===== config.mk =====
export PLATFORM = sky130hd
export DESIGN_NAME = mem_loader
export DESIGN_NICKNAME = d
export VERILOG_FILES = /design/src/rtl/mem_loader.sv
export SDC_FILE = /design/constraint.sdc
export NUM_CORES = 1
export LEC_CHECK = 0
export ABC_AREA = 1
export BUFFER_PORTS_ARGS = -buffer_cell sky130_fd_sc_hd__buf_2
export CAP_MARGIN = 30
export CORE_MARGIN = 10
export CORE_UTILIZATION = 37
export DETAILED_ROUTE_END_ITERATION = 10
export MAX_ROUTING_LAYER = met4
export PLACE_DENSITY = 0.62
export SLEW_MARGIN = 20
export SYNTH_ARGS = -nofsm -noshare
export SYNTH_HDL_FRONTEND = slang
export SYNTH_SLANG_ARGS = --single-unit

===== constraint.sdc =====
create_clock -name clock -period 5.25 [get_ports clock]
set_input_delay 0.525 -clock clock [delete_from_list [all_inputs] [get_ports clock]]
set_output_delay 0.525 -clock clock [all_outputs]
set_load 0.005 [all_outputs]

===== src/rtl/mem_loader.sv =====
// mem_loader: streams words into IRAM, then DRAM, through a timed write strobe, then starts the processor.
// Optional build macro LOADER_CHECKSUM_EN: running checksum on chk_out plus a verified trailer word before RUN.
module mem_loader #(
    parameter int unsigned WR_HOLD   = 4,
    parameter logic [8:0]  ADDR_BASE = 9'd1
) (
    input  logic        clock,
    input  logic        reset,
    input  logic        go,
    input  logic        in_valid,
    input  logic [15:0] in_data,
    input  logic        in_last,
    output logic        in_ready,
    output logic [8:0]  addr_ext,
    output logic [15:0] Data_in_ins,
    output logic [15:0] Data_in_dram,
    output logic        iram_write_ext,
    output logic        dram_write_ext,
    output logic        start_2,
    output logic        start_3,
    output logic        start,
    output logic        busy,
    output logic        err,
    output logic [15:0] chk_out
);

`ifdef LOADER_CHECKSUM_EN
    localparam bit CHK_EN = 1'b1;
`else
    localparam bit CHK_EN = 1'b0;
`endif

    localparam logic [3:0] HOLD_LAST = 4'(WR_HOLD - 1);

    typedef enum logic [3:0] {
        IDLE, I_WAIT, I_SETUP, I_WRITE, I_HOLD,
        D_WAIT, D_SETUP, D_WRITE, D_HOLD, RUN, ERR
    } state_t;

    state_t      state;
    logic [3:0]  cnt;
    logic        last_q;
    logic        fin;
    logic        trl;
    logic [15:0] chk;

    assign chk_out = CHK_EN ? chk : 16'd0;

    always_ff @(posedge clock) begin
        if (reset) begin
            state          <= IDLE;
            addr_ext       <= ADDR_BASE;
            Data_in_ins    <= 16'd0;
            Data_in_dram   <= 16'd0;
            iram_write_ext <= 1'b0;
            dram_write_ext <= 1'b0;
            start_2        <= 1'b0;
            start_3        <= 1'b0;
            start          <= 1'b0;
            busy           <= 1'b0;
            err            <= 1'b0;
            in_ready       <= 1'b0;
            cnt            <= 4'd0;
            last_q         <= 1'b0;
            fin            <= 1'b0;
            trl            <= 1'b0;
            chk            <= 16'd0;
        end else begin
            case (state)
                IDLE: begin
                    if (go) begin
                        state    <= I_WAIT;
                        addr_ext <= ADDR_BASE;
                        start_2  <= 1'b1;
                        in_ready <= 1'b1;
                        busy     <= 1'b1;
                        chk      <= 16'd0;
                    end
                end
                I_WAIT, D_WAIT: begin
                    if (in_valid) begin
                        in_ready <= 1'b0;
                        if (CHK_EN && trl) begin
                            // Trailer word: compared against the sum, never written
                            start_3 <= 1'b0;
                            if (in_data == chk) begin
                                state <= D_HOLD;
                                fin   <= 1'b1;
                            end else begin
                                state <= ERR;
                                err   <= 1'b1;
                                busy  <= 1'b0;
                            end
                        end else begin
                            last_q <= in_last;
                            chk    <= chk + in_data;
                            if (state == I_WAIT) begin
                                Data_in_ins <= in_data;
                                state       <= I_SETUP;
                            end else begin
                                Data_in_dram <= in_data;
                                state        <= D_SETUP;
                            end
                        end
                    end
                end
                I_SETUP: begin
                    state          <= I_WRITE;
                    iram_write_ext <= 1'b1;
                    cnt            <= HOLD_LAST;
                end
                D_SETUP: begin
                    state          <= D_WRITE;
                    dram_write_ext <= 1'b1;
                    cnt            <= HOLD_LAST;
                end
                I_WRITE, D_WRITE: begin
                    if (cnt == 4'd0) begin
                        iram_write_ext <= 1'b0;
                        dram_write_ext <= 1'b0;
                        state          <= (state == I_WRITE) ? I_HOLD : D_HOLD;
                    end else begin
                        cnt <= cnt - 4'd1;
                    end
                end
                I_HOLD, D_HOLD: begin
                    if (fin) begin
                        // One quiet cycle with both selects low has elapsed
                        fin   <= 1'b0;
                        state <= RUN;
                        start <= 1'b1;
                        busy  <= 1'b0;
                    end else if (last_q) begin
                        if (state == I_HOLD) begin
                            start_2  <= 1'b0;
                            start_3  <= 1'b1;
                            addr_ext <= ADDR_BASE;
                            state    <= D_WAIT;
                            in_ready <= 1'b1;
                        end else if (CHK_EN) begin
                            trl      <= 1'b1;
                            state    <= D_WAIT;
                            in_ready <= 1'b1;
                        end else begin
                            start_3 <= 1'b0;
                            fin     <= 1'b1;
                        end
                    end else if (addr_ext == 9'd511) begin
                        state   <= ERR;
                        err     <= 1'b1;
                        busy    <= 1'b0;
                        start_2 <= 1'b0;
                        start_3 <= 1'b0;
                    end else begin
                        addr_ext <= addr_ext + 9'd1;
                        in_ready <= 1'b1;
                        state    <= (state == I_HOLD) ? I_WAIT : D_WAIT;
                    end
                end
                RUN: begin
                    state <= RUN;
                end
                ERR: begin
                    state <= ERR;
                end
                default: begin
                    state <= IDLE;
                end
            endcase
        end
    end

endmodule


==> qor.yml <==
power:
  cell_internal_pwr_w: 0.000907
  powerDensity_nw_per_um2: 397
  netSwitchingPower_w: 0.000452
  vdd_drop_max_v: 0.000165
  clkPwrFrac_pct: 34.8
  swShare_pct: 33.2
  seqPwrFrac_pct: 39.8
  p_comb_share_pct: 25.4
  power_leakage_nw: 1.58
min_path:
  hp-class: "flip-flop to flip-flop"
  hp-start: "Data_in_dram[6]"
synthesis:
  synthFlopType: "dfxtp_1"
  synth_seq_cells: 59
  synthTopCellsByArea: "dfxtp_1, nand2_1, a21oi_1"
  ys_types: 28
  synthArstFlopShare_pct: 0
  avgSynthCellArea_um2: 7.06
  ys_seq_area_share_pct: 41.5
  synthCells: 403
  synth-edff-count: 0
  syn_area_um2: 2840
  synth-warning-count: 0
  synth_top_area_share_pct: 41.5
  synth.most_common_cell: "nand2_1"
  synth_common_cells: "nand2_1, dfxtp_1, a21oi_1"
  synth_top_area_cell: "dfxtp_1"
clock_tree:
  clkTransAtPathRegs_ns: 0.06
  cts_tree: "yes"
  h-tree-depth: 3
  cts_resized: 0
  postCtsSetupRepairBufs: 0
  cts-root-buf: "clkbuf_8"
  clock_latency_ns: 0.34
  cts_buffers: 9
  ctsHoldBuffers: 0
  clkSinkCount: 59
  cts_buffer_depth: 2
global_routing:
  antenna_found_initial: 0
  overflow: 0
  grt_pass1_vias: 2735
  track_usage_pct: 14.2
  grt_start_max_net_pins: 53
  grt_pass1_wl_um: 13000
floorplan:
  pin_count: 86
  die_h_um: 108
  row_count: 31
  core-area_um2: 7370
  start_util_pct: 38.6
  dieArea_um2: 11600
  fp.dieW_um: 108
timing:
  slew_headroom_pct: 42.0
  fin_tns_setup_ns: 0
  fmax_mhz: 432
  rsz0062_at_grt: "false"
  layout_min_cycle_time_ns: 2.32
  finClkSkew_ns: 0.00714
  slew_viol_final: 0
  worst_slew_pin_slew_ns: 0.869
  hold_viol: 0
  setup_violations: 0
  min_period_over_period_pct: 44.1
drt:
  dr.first_iter.drc_count: 206
  drt-total-wl_um: 7830
  drc: 0
  ant_nets: 0
  dr.pass1.iters: 4
  post_drt_wl_per_cell_um: 13.7
  via_per_inst: 4.83
  num_vias: 2756
layout:
  final_cells: 571
  area_growth_syn_to_layout_pct: 20.3
  fill_cells: 781
  fin_nets: 493
  layout-drive-gt1-share_pct: 22.2
  diodes: 0
placed_design:
  dp_hpwl_um: 5730
  dpl.cell_count: 554
  place_congestion: 0.875
  port_buffers: 69
worst_setup_path:
  crit_arrival_ns: 2.58
  crit_path_end_kind: "flip-flop"
  crit_start: "state[2]"
  path_class: "flip-flop to flip-flop"
  critical_path_required_ns: 5.51
  timing.rr.start: "state[2]"
  startpoint_type: "flip-flop"
  crit_fanout: 24
outcome:
  status: "finished clean"
run:
  cap_violations: 0
## final cells by class
cell class,count,area [µm²],share of cell area (%)
inverters,36,135,3.95
multi-input cells,291,1390,40.6
clock buffers,12,155,4.54
flip-flops and latches,59,1180,34.5
repair buffers,70,365,10.7
clock inverters,4,72.6,2.12
well taps,99,124,3.62
## state kept, by name, summed over array words and instances (netlist names)
signal,count
in_ready,1
last_q,1
start_2,1
addr_ext,9
start_3,1
state,4
Data_in_dram,16
err,1
Data_in_ins,16
busy,1
iram_write_ext,1
dram_write_ext,1
fin,1
start,1
cnt,4
## stage by stage
stage	power (W)	utilization [%]	hold slack (ns)	setup WS [ns]	cell area [µm²]
2_1_floorplan	0.000798	-	0.447	3.43	2900
3_3_place_gp	0.000894	43.1	0.445	3.02	3170
3_5_place_dp	0.000895	43.1	0.452	2.91	3170
4_1_cts	0.00137	46.1	0.449	2.89	3400
5_1_grt	0.00145	46.4	0.455	2.67	3420
6_report	0.00136	46.4	0.461	2.93	3420
## critical path: stages (launching register included)
cell and delay [ns]:
dfxtp_1 0.89, inv_2 0.36, nor2_2 0.22, nand2_1 0.11, nand2_4 0.16, nand2_4 0.09
nand4_2 0.20, nand2_1 0.07, a21oi_1 0.14
## cell usage in the layout, fill, tap and decap left out, types with 2 or more instances in the layout
master | Yosys | layout
a21oi_1 | 57 | 57
o21ai_0 | 8 | 8
nand2_1 | 97 | 97
nand2_4 | 3 | 3
buf_2 | 4 | 69
conb_1 | 1 | 16
dfxtp_1 | 59 | 59
clkbuf_8 | 0 | 11
inv_2 | 6 | 6
ha_1 | 5 | 5
bufinv_16 | 0 | 2
nor2_1 | 27 | 27
inv_1 | 30 | 30
nor2_4 | 2 | 2
nor3_1 | 6 | 6
nand4_1 | 4 | 4
nand3_1 | 52 | 52
nor2_2 | 5 | 5
## cell families after synthesis
group | share of synthesized area, %
adders and majority gates | 2.20
buffers and inverters | 11.7
and+or+nand+nor | 31.8
AOI/OAI and AO/OA | 12.7
other | 0.132
DFF | 41.5
## routing by layer
metal  track usage (%)  vias to the layer above  wire, µm
li1                  -                     1410         -
met1              16.7                     1259      3580
met2              22.1                       80      3640
met3              5.03                        7       501
met4              4.48                        0        97
met5                 -                        -         0
## final timing paths
path	end	slack, ns	depth (start not counted)
setup / recovery	addr_ext[3]	2.93	8
hold / removal	Data_in_dram[6]	0.46	2
setup reg to reg	addr_ext[3]	2.93	8
hold reg to reg	Data_in_dram[6]	0.46	2
## power by group through the flow
stage               Clock [W]  Combinational [W]  Sequential [W]
finish               0.000473           0.000346        0.000541
global placement            0           0.000346        0.000548
global route         0.000504           0.000397        0.000546
CTS                  0.000487           0.000347        0.000540
floorplan                   0           0.000257        0.000541
detailed placement          0           0.000345        0.000550
Power figures use the tool's default switching activity.
